==> src/rtl/de0_pkg.sv <==
// Shared definitions for the DE0 reset/lock sequencer: state encoding and widths.
package de0_pkg;

    localparam logic [1:0] ST_PLLRST   = 2'd0;
    localparam logic [1:0] ST_WAITLOCK = 2'd1;
    localparam logic [1:0] ST_SETTLE   = 2'd2;
    localparam logic [1:0] ST_RUN      = 2'd3;

    localparam int RETRY_W = 8;

    typedef enum logic [1:0] {
        S_PLLRST   = ST_PLLRST,
        S_WAITLOCK = ST_WAITLOCK,
        S_SETTLE   = ST_SETTLE,
        S_RUN      = ST_RUN
    } state_t;

    function automatic int max3(input int a, input int b, input int c);
        int m;
        m = (a > b) ? a : b;
        return (m > c) ? m : c;
    endfunction

endpackage

==> src/rtl/de0_rst_seq_if.sv <==
// PLL handshake and system-reset status bundle between the sequencer and its surroundings.
interface de0_rst_seq_if;

    logic                          locked;
    logic                          soft_req;
    logic                          pll_rst;
    logic                          sys_rst_n;
    logic                          ready;
    logic                          lock_loss;
    logic [de0_pkg::RETRY_W-1:0]   retry_cnt;
    logic [1:0]                    state_o;

    modport master (
        input  locked, soft_req,
        output pll_rst, sys_rst_n, ready, lock_loss, retry_cnt, state_o
    );

    modport slave (
        output locked, soft_req,
        input  pll_rst, sys_rst_n, ready, lock_loss, retry_cnt, state_o
    );

endinterface

==> src/rtl/de0_sync2.sv <==
// Two-flop synchroniser for a single asynchronous level, cleared to 0 by rst_n.
module de0_sync2 (
    input  logic clk,
    input  logic rst_n,
    input  logic d,
    output logic q
);

    logic meta_reg;

    always_ff @(posedge clk or negedge rst_n) begin
        if (!rst_n) begin
            meta_reg <= 1'b0;
            q        <= 1'b0;
        end else begin
            meta_reg <= d;
            q        <= meta_reg;
        end
    end

endmodule

==> src/rtl/de0_rst_seq.sv <==
// PLL reset/lock sequencer: pulses pll_rst, waits for a stable lock with retry on
// timeout, then releases the system reset; lock loss or a user request re-enters the sequence.
module de0_rst_seq
    import de0_pkg::*;
#(
    parameter int PLL_RST_CYC  = 16,
    parameter int LOCK_TIMEOUT = 500000,
    parameter int SETTLE_CYC   = 1024
) (
    input  logic            clkin,
    input  logic            rst_n,
    de0_rst_seq_if.master   bus
);

    localparam int CNT_MAX = max3(PLL_RST_CYC, LOCK_TIMEOUT, SETTLE_CYC);
    localparam int CNT_W   = $clog2(CNT_MAX + 1);

    localparam logic [CNT_W-1:0] PLL_LAST    = CNT_W'(PLL_RST_CYC - 1);
    localparam logic [CNT_W-1:0] TO_LAST     = CNT_W'(LOCK_TIMEOUT - 1);
    localparam logic [CNT_W-1:0] SETTLE_LAST = CNT_W'(SETTLE_CYC - 1);

    logic               lock_s;
    logic               req_s;
    logic               req_d_reg;
    logic               req_rise;

    state_t             state_reg;
    state_t             state_next;
    logic [CNT_W-1:0]   cnt_reg;
    logic [CNT_W-1:0]   cnt_next;
    logic               timeout;

    logic               pll_rst_reg;
    logic               sys_rst_n_reg;
    logic               ready_reg;
    logic               lock_loss_reg;
    logic [RETRY_W-1:0] retry_reg;

    de0_sync2 u_sync_lock (
        .clk   (clkin),
        .rst_n (rst_n),
        .d     (bus.locked),
        .q     (lock_s)
    );

    de0_sync2 u_sync_req (
        .clk   (clkin),
        .rst_n (rst_n),
        .d     (bus.soft_req),
        .q     (req_s)
    );

    assign req_rise = req_s & ~req_d_reg;
    assign timeout  = (state_reg == S_WAITLOCK) && !lock_s && (cnt_reg == TO_LAST);

    always_comb begin
        state_next = state_reg;
        case (state_reg)
            S_PLLRST: begin
                if (cnt_reg == PLL_LAST)
                    state_next = S_WAITLOCK;
            end
            S_WAITLOCK: begin
                if (lock_s)
                    state_next = S_SETTLE;
                else if (timeout)
                    state_next = S_PLLRST;
            end
            S_SETTLE: begin
                // A dropout while settling goes back to waiting without counting a retry.
                if (!lock_s)
                    state_next = S_WAITLOCK;
                else if (cnt_reg == SETTLE_LAST)
                    state_next = S_RUN;
            end
            S_RUN: begin
                // Lock loss takes priority over a coincident user request.
                if (!lock_s)
                    state_next = S_PLLRST;
                else if (req_rise)
                    state_next = S_SETTLE;
            end
            default: state_next = S_PLLRST;
        endcase
    end

    always_comb begin
        cnt_next = cnt_reg + 1'b1;
        if (state_next != state_reg)
            cnt_next = '0;
        else if (state_reg == S_RUN)
            cnt_next = cnt_reg;
    end

    // Outputs are decoded from the next state so they move on the same edge as state_reg.
    always_ff @(posedge clkin or negedge rst_n) begin
        if (!rst_n) begin
            state_reg     <= S_PLLRST;
            cnt_reg       <= '0;
            req_d_reg     <= 1'b0;
            pll_rst_reg   <= 1'b1;
            sys_rst_n_reg <= 1'b0;
            ready_reg     <= 1'b0;
            lock_loss_reg <= 1'b0;
            retry_reg     <= '0;
        end else begin
            state_reg     <= state_next;
            cnt_reg       <= cnt_next;
            req_d_reg     <= req_s;
            pll_rst_reg   <= (state_next == S_PLLRST);
            sys_rst_n_reg <= (state_next == S_RUN);
            ready_reg     <= (state_next == S_RUN);
            lock_loss_reg <= (state_reg == S_RUN) && !lock_s;
            if (timeout && (retry_reg != {RETRY_W{1'b1}}))
                retry_reg <= retry_reg + 1'b1;
        end
    end

    assign bus.pll_rst   = pll_rst_reg;
    assign bus.sys_rst_n = sys_rst_n_reg;
    assign bus.ready     = ready_reg;
    assign bus.lock_loss = lock_loss_reg;
    assign bus.retry_cnt = retry_reg;
    assign bus.state_o   = state_reg;

endmodule

==> src/flat_wrapper.sv <==
// flat-port wrapper written by rule: the top's interface ports become plain ports
module de0_rst_seq_flat import de0_pkg::*;
#(
    parameter int PLL_RST_CYC  = 16,
    parameter int LOCK_TIMEOUT = 500000,
    parameter int SETTLE_CYC   = 1024
)
  (clkin, rst_n, bus_locked, bus_soft_req, bus_pll_rst, bus_sys_rst_n, bus_ready, bus_lock_loss, bus_retry_cnt, bus_state_o);
  de0_rst_seq_if bus_i ();
  input  logic clkin;
  input  logic rst_n;
  input wire logic [$bits(bus_i.locked)-1:0] bus_locked;
  input wire logic [$bits(bus_i.soft_req)-1:0] bus_soft_req;
  output wire logic [$bits(bus_i.pll_rst)-1:0] bus_pll_rst;
  output wire logic [$bits(bus_i.sys_rst_n)-1:0] bus_sys_rst_n;
  output wire logic [$bits(bus_i.ready)-1:0] bus_ready;
  output wire logic [$bits(bus_i.lock_loss)-1:0] bus_lock_loss;
  output wire logic [$bits(bus_i.retry_cnt)-1:0] bus_retry_cnt;
  output wire logic [$bits(bus_i.state_o)-1:0] bus_state_o;
  assign bus_i.locked = bus_locked;
  assign bus_i.soft_req = bus_soft_req;
  assign bus_pll_rst = bus_i.pll_rst;
  assign bus_sys_rst_n = bus_i.sys_rst_n;
  assign bus_ready = bus_i.ready;
  assign bus_lock_loss = bus_i.lock_loss;
  assign bus_retry_cnt = bus_i.retry_cnt;
  assign bus_state_o = bus_i.state_o;
  de0_rst_seq #(.PLL_RST_CYC(PLL_RST_CYC), .LOCK_TIMEOUT(LOCK_TIMEOUT), .SETTLE_CYC(SETTLE_CYC)) u_core (.clkin(clkin), .rst_n(rst_n), .bus(bus_i));
endmodule
==> config.mk <==
export PLATFORM = sky130hd
export DESIGN_NAME = de0_rst_seq_flat
export DESIGN_NICKNAME = d
export VERILOG_FILES = /design/src/rtl/de0_pkg.sv /design/src/rtl/de0_rst_seq_if.sv /design/src/rtl/de0_sync2.sv /design/src/rtl/de0_rst_seq.sv /design/src/flat_wrapper.sv
export SDC_FILE = /design/constraint.sdc
export NUM_CORES = 1
export LEC_CHECK = 0
export CORE_MARGIN = 5
export CORE_UTILIZATION = 30
export CTS_BUF_LIST = sky130_fd_sc_hd__clkbuf_8
export DETAILED_ROUTE_END_ITERATION = 10
export GPL_TIMING_DRIVEN = 0
export PLACE_DENSITY = 0.45
export SLEW_MARGIN = 20
export SYNTH_ARGS = -nofsm -noshare
export SYNTH_HDL_FRONTEND = slang
export SYNTH_SLANG_ARGS = --single-unit
==> constraint.sdc <==
create_clock -name clkin -period 4 [get_ports clkin]
set_input_delay 0.4 -clock clkin [delete_from_list [all_inputs] [get_ports clkin]]
set_output_delay 0.4 -clock clkin [all_outputs]
set_load 0.02 [all_outputs]
; ---- After elaboration in Yosys (flattened, before gate mapping)
; Index checks and enable logic that the tools add are counted.
[totals]
regBits = 37
inputBits = 4
elab_cells = 42
[classes]
n_addsub = 2
eq_ne = 10
mux = 10
n_bitwise = 2
reduce_logical = 7
[op_table]
columns = cell, count
row1 = two-way mux 19 bit, 2
row2 = "adder 19 x 1 -> 19 bit, second input constant", 1
row3 = "== test 19 x 10 -> 1 bit, second input constant", 1
row4 = "== test 19 bit, second input constant", 1
row5 = "== test 19 x 4 -> 1 bit, second input constant", 1
row6 = two-way mux 2 bit, 7
row7 = "adder 8 x 1 -> 8 bit, second input constant", 1
row8 = "inequality test 8 bit, second input constant", 1
row9 = one-hot mux 2 bit (4 select lines), 1
row10 = "== test 2 bit, second input constant", 3
row11 = logical AND 1 bit, 4
row12 = logical NOT 2 bit, 2
row13 = "== test 2 x 1 -> 1 bit, second input constant", 1
row14 = "inequality test 2 x 1 -> 1 bit, second input constant", 1
row15 = inequality test 2 bit, 1
row16 = AND 1 bit, 1
row17 = logical NOT 1 bit, 1
row18 = inverter 1 bit, 1

; ---- Logic depth before layout (Yosys ltp)
[depth]
word_depth = 8
mapped_depth = 9
depth_no_buf = 7

; ---- Hierarchy
; Synthesis repeated with hierarchy kept, for this count alone.
[unflattened]
hier_cells = 188
hier_area_um2 = 1856.8
[by_module_without_submodules]
columns = mod, n_inst, cells_each, area_each_um2, seq_area_each_um2
row1 = de0_rst_seq, 1, 184, 1756.7, 827.0
row2 = de0_sync2, 2, 2, 50.0, 50.0

; ---- Worst setup path after synthesis
; OpenSTA, ideal clock, no wires.
[synth_timing]
path_type = register to register
from = reg u_core.cnt_reg[12]
to = reg u_core.cnt_reg[10]
setup_time_ps = 119
arrival_time_ps = 1929
required_ps = 3881
slack_ps = 1953
stages_incl_launch_ff = 8
path_buffers = 1
synth_period_minus_slack_ps = 2047
path_cell_list = dfrtp_1 -> or4_4 -> nor4_4 -> nand3_1 -> mux2_4 -> o21ai_4 -> buf_6 -> nor2_2
[synth_via]
elab_chain_len = 7
word_cells_on_any_way = 13
[synth_rtl]
columns = item, line_no
row1 = start: declaration, de0_rst_seq.sv:29  ; logic [CNT_W-1:0] cnt_reg;
row2 = start signal: assignment, de0_rst_seq.sv:108  ; cnt_reg <= cnt_next;
row3 = == test 19 bit, de0_rst_seq.sv:54  ; assign timeout = (state_reg == S_WAITLOCK) && !lock_s && (cnt_reg == TO_LAST);
row4 = logical AND 1 bit, de0_rst_seq.sv:54
row5 = two-way mux 2 bit, de0_rst_seq.sv:66  ; else if (timeout)
row6 = two-way mux 2 bit, de0_rst_seq.sv:64  ; if (lock_s)
row7 = one-hot mux 2 bit (4 select lines) *, de0_rst_seq.sv:58  ; case (state_reg)
row8 = inequality test 2 bit *, de0_rst_seq.sv:89  ; if (state_next != state_reg)
row9 = inequality test 2 x 1 -> 1 bit (no source line) or two-way mux 19 bit (tied branches), n/a
; Mark *: on every way between the ends. The rest lies on a longest branch, timed or not.
; A chain may end at the register's enable or synchronous reset.

; ---- Worst setup path after layout
[layout_timing]
from = reg u_core.cnt_reg[0]
to = reg u_core.cnt_reg[3]
[layout_via]
elab_chain_len = 7
word_cells_on_any_way = 15
[layout_rtl]
columns = item, line_no
row1 = == test 19 bit, de0_rst_seq.sv:54
row2 = logical AND 1 bit, de0_rst_seq.sv:54
row3 = two-way mux 2 bit, de0_rst_seq.sv:66
row4 = two-way mux 2 bit, de0_rst_seq.sv:64
row5 = one-hot mux 2 bit (4 select lines), de0_rst_seq.sv:58
row6 = inequality test 2 bit, de0_rst_seq.sv:89
row7 = inequality test 2 x 1 -> 1 bit (no source line) or two-way mux 19 bit (tied branches), n/a
; Parallel ways exist; a longest one is shown, timed or not. The select of a mux whose other input is x is not followed.

==> reports/metrics.cfg <==
[sta]
max_slew_margin=0.578
fin_hold_ws_ns=0.0152
finalCriticalPeriod_ns=2.45
setup-tns-final_ns=0
final-setup-viol-count=0
skew_ns=0.00636
drv_slew=0
finalCritPeriodShare=0.612
max_freq_mhz=408
grt_setup_unrepaired=false
tightest_slew_ns=0.628
hold_violations=0

[clock_network]
clock-sinks=37
h-tree-depth=2
path_clk_slew_ns=0.07
cts_tree=built
cts_hold_buf=0
cts_buffers=5
cts_resized=0
clockBufferDepth=2
cts_setup_buffers=0
clock_latency_ns=0.29
ctsRootBufferMaster=clkbuf_8

[synthesis]
yosysSeqAreaShare=0.503
synth.area.mux_share=0.0143
yosys.area_share.adder=0.0136
synth-simple-area-share=0.288
ys_seq_elements=37
synth-compound-area-share=0.0604
ys_async_sr_fraction=1.00
yosys_warnings=0
syn_inst=175
yosys_most_used_dff=dfrtp_1
synthXorXnorAreaFrac=0.0998
netlist_area_um2=1840
synth_top_family_by_area=simple AND/OR/NAND/NOR gates
avgSynthCellArea_um2=10.5
synth_edf_count=0
ys_types=41
syn_nets=181

[floorplanning]
rows=28
start_util=0.309
die_h_um=88.4
io_pins=18
core-area_um2=5960
die_area_um2=7810
fp.dieW_um=88.4

[critical_path]
cp-start-kind=flip-flop
end_kind=flip-flop
crit_required_ns=4.18
crit_fanout=10
arrival_ns=2.63
r2r_cells=9
critical_path_class=flip-flop to flip-flop

[placement]
numPortBuffers=17
post-dp-hpwl_mm=2.87
place_congestion=0.785

[drt]
drt_iter0_markers=48
dr.pass1.iters=4
wl_mm=3.83
drcViolationCount=0
via_count=1373
post_drt_wl_per_cell_um=13.9
via_per_inst=4.97
ant_nets=0

[job]
maxCapViolCount=0

[global_route]
grt_overflow=0
grt_max_degree=25
antenna_found_initial=0
gr-usage-all-layers=0.112
grt_pass1_vias=1410
grt_first_pass_wirelength_mm=6.69

[pwr]
power_density_nw_per_um2=450
cellLeakagePower_nw=0.981
ir_drop_v=0.000263

[layout]
area_growth_pct=21.9
drive_above_1_share=0.154
num_antenna_cells=0
final_common_cell=dfrtp_1
layout_common_cells=dfrtp_1 (36), xor2_1 (17), nand2_1 (16), clkdlybuf4s50_1 (16), nor2_1 (13)
fin_nets=206
largest_reg_flops=19

[min_path]
hold_path_class=input pin to asynchronous set/reset pin

[run_status]
status=finished clean

## stage by stage
step                      instance area (µm²)   util  total power [mW]  setup WS, ns  std cells
after floorplan                          1840      -             0.598          1.95        175
final                                    2250  0.377              1.01          1.55        276
after detailed placement                 2130  0.358             0.686          1.57        268
after global routing                     2250  0.377              1.07          1.34        276
after CTS                                2250  0.377              1.03          1.54        276
after global placement                   2110  0.354             0.675          1.60        267
## area by class of cell
| cell class | instances | area [µm²] |
|---|---|---|
| Buffer | 6 | 35.0 |
| Clock buffer | 6 | 82.6 |
| Sequential cell | 37 | 927 |
| Multi-Input combinational cell | 131 | 877 |
| Fill cell | 609 | 3710 |
| Timing Repair Buffer | 18 | 193 |
| Clock inverter | 2 | 33.8 |
| Inverter | 1 | 3.75 |
| Tap cell | 75 | 93.8 |
## worst max-delay path, cell delays in order, from the launching register on
cell and delay (ns):
dfrtp_1 0.43, ha_1 0.26, and2_1 0.17, and4_1 0.18, clkbuf_1 0.28, nand3_2 0.16, mux2_4 0.30, o21ai_4 0.29
buf_6 0.22, nor2_2 0.05
## synthesized netlist by cell type (2+ instances only)
cell type   n  area share
nor4_4      2       0.023
xor2_1     17       0.081
and4_1      2      0.0095
clkbuf_1    3      0.0061
nand3_1     9       0.024
nand2_1    16       0.033
ha_1        2       0.014
and2_1      3       0.010
nand4b_1    2      0.0095
nor2_1     13       0.026
nor2_2     10       0.034
nor3_1      3      0.0081
and3_1     10       0.034
nand2b_1    3       0.010
nand4_1    10       0.034
dfrtp_1    36        0.49
o21ai_0     4       0.011
a21oi_1     4       0.011
xnor2_1     4       0.019
## cells by family after synthesis
logic type,count (synthesis)
and+or+nand+nor,90
DFF,37
xor gates and xnor gates,21
AOI/OAI and AO/OA,16
buffers and inverters,7
muxes,2
adders and majority gates,2
## path summary, 6_finish.rpt
check | from | end | slack [ns]
setup / recovery | u_core.cnt_reg[0]$_DFFE_PN0P_ | u_core.cnt_reg[3]$_DFFE_PN0P_ | 1.55
hold / removal | rst_n | u_core.bus.sys_rst_n$_DFF_PN0_ | 0.02
setup reg to reg | u_core.cnt_reg[0]$_DFFE_PN0P_ | u_core.cnt_reg[3]$_DFFE_PN0P_ | 1.55
hold reg to reg | u_core.u_sync_req.meta_reg$_DFF_PN0_ | u_core.u_sync_req.q$_DFF_PN0_ | 0.35
max in group asynchronous | rst_n | u_core.bus.pll_rst$_DFF_PN1_ | 3.47
min in group clkin | u_core.u_sync_req.meta_reg$_DFF_PN0_ | u_core.u_sync_req.q$_DFF_PN0_ | 0.35
## where the power goes
| group | switching (mW) | internal [mW] |
|---|---|---|
| Combinational | 0.146 | 0.0902 |
| Sequential | 0.0286 | 0.412 |
| Clock | 0.132 | 0.201 |
## metal layers
| metal | global-route usage | wire length [µm] |
|---|---|---|
| met1 | 0.145 | 1840 |
| met2 | 0.174 | 1740 |
| met3 | 0.0307 | 166 |
| met4 | 0.0481 | 78 |
| met5 | 0 | 0 |
Power figures use the tool's default switching activity.
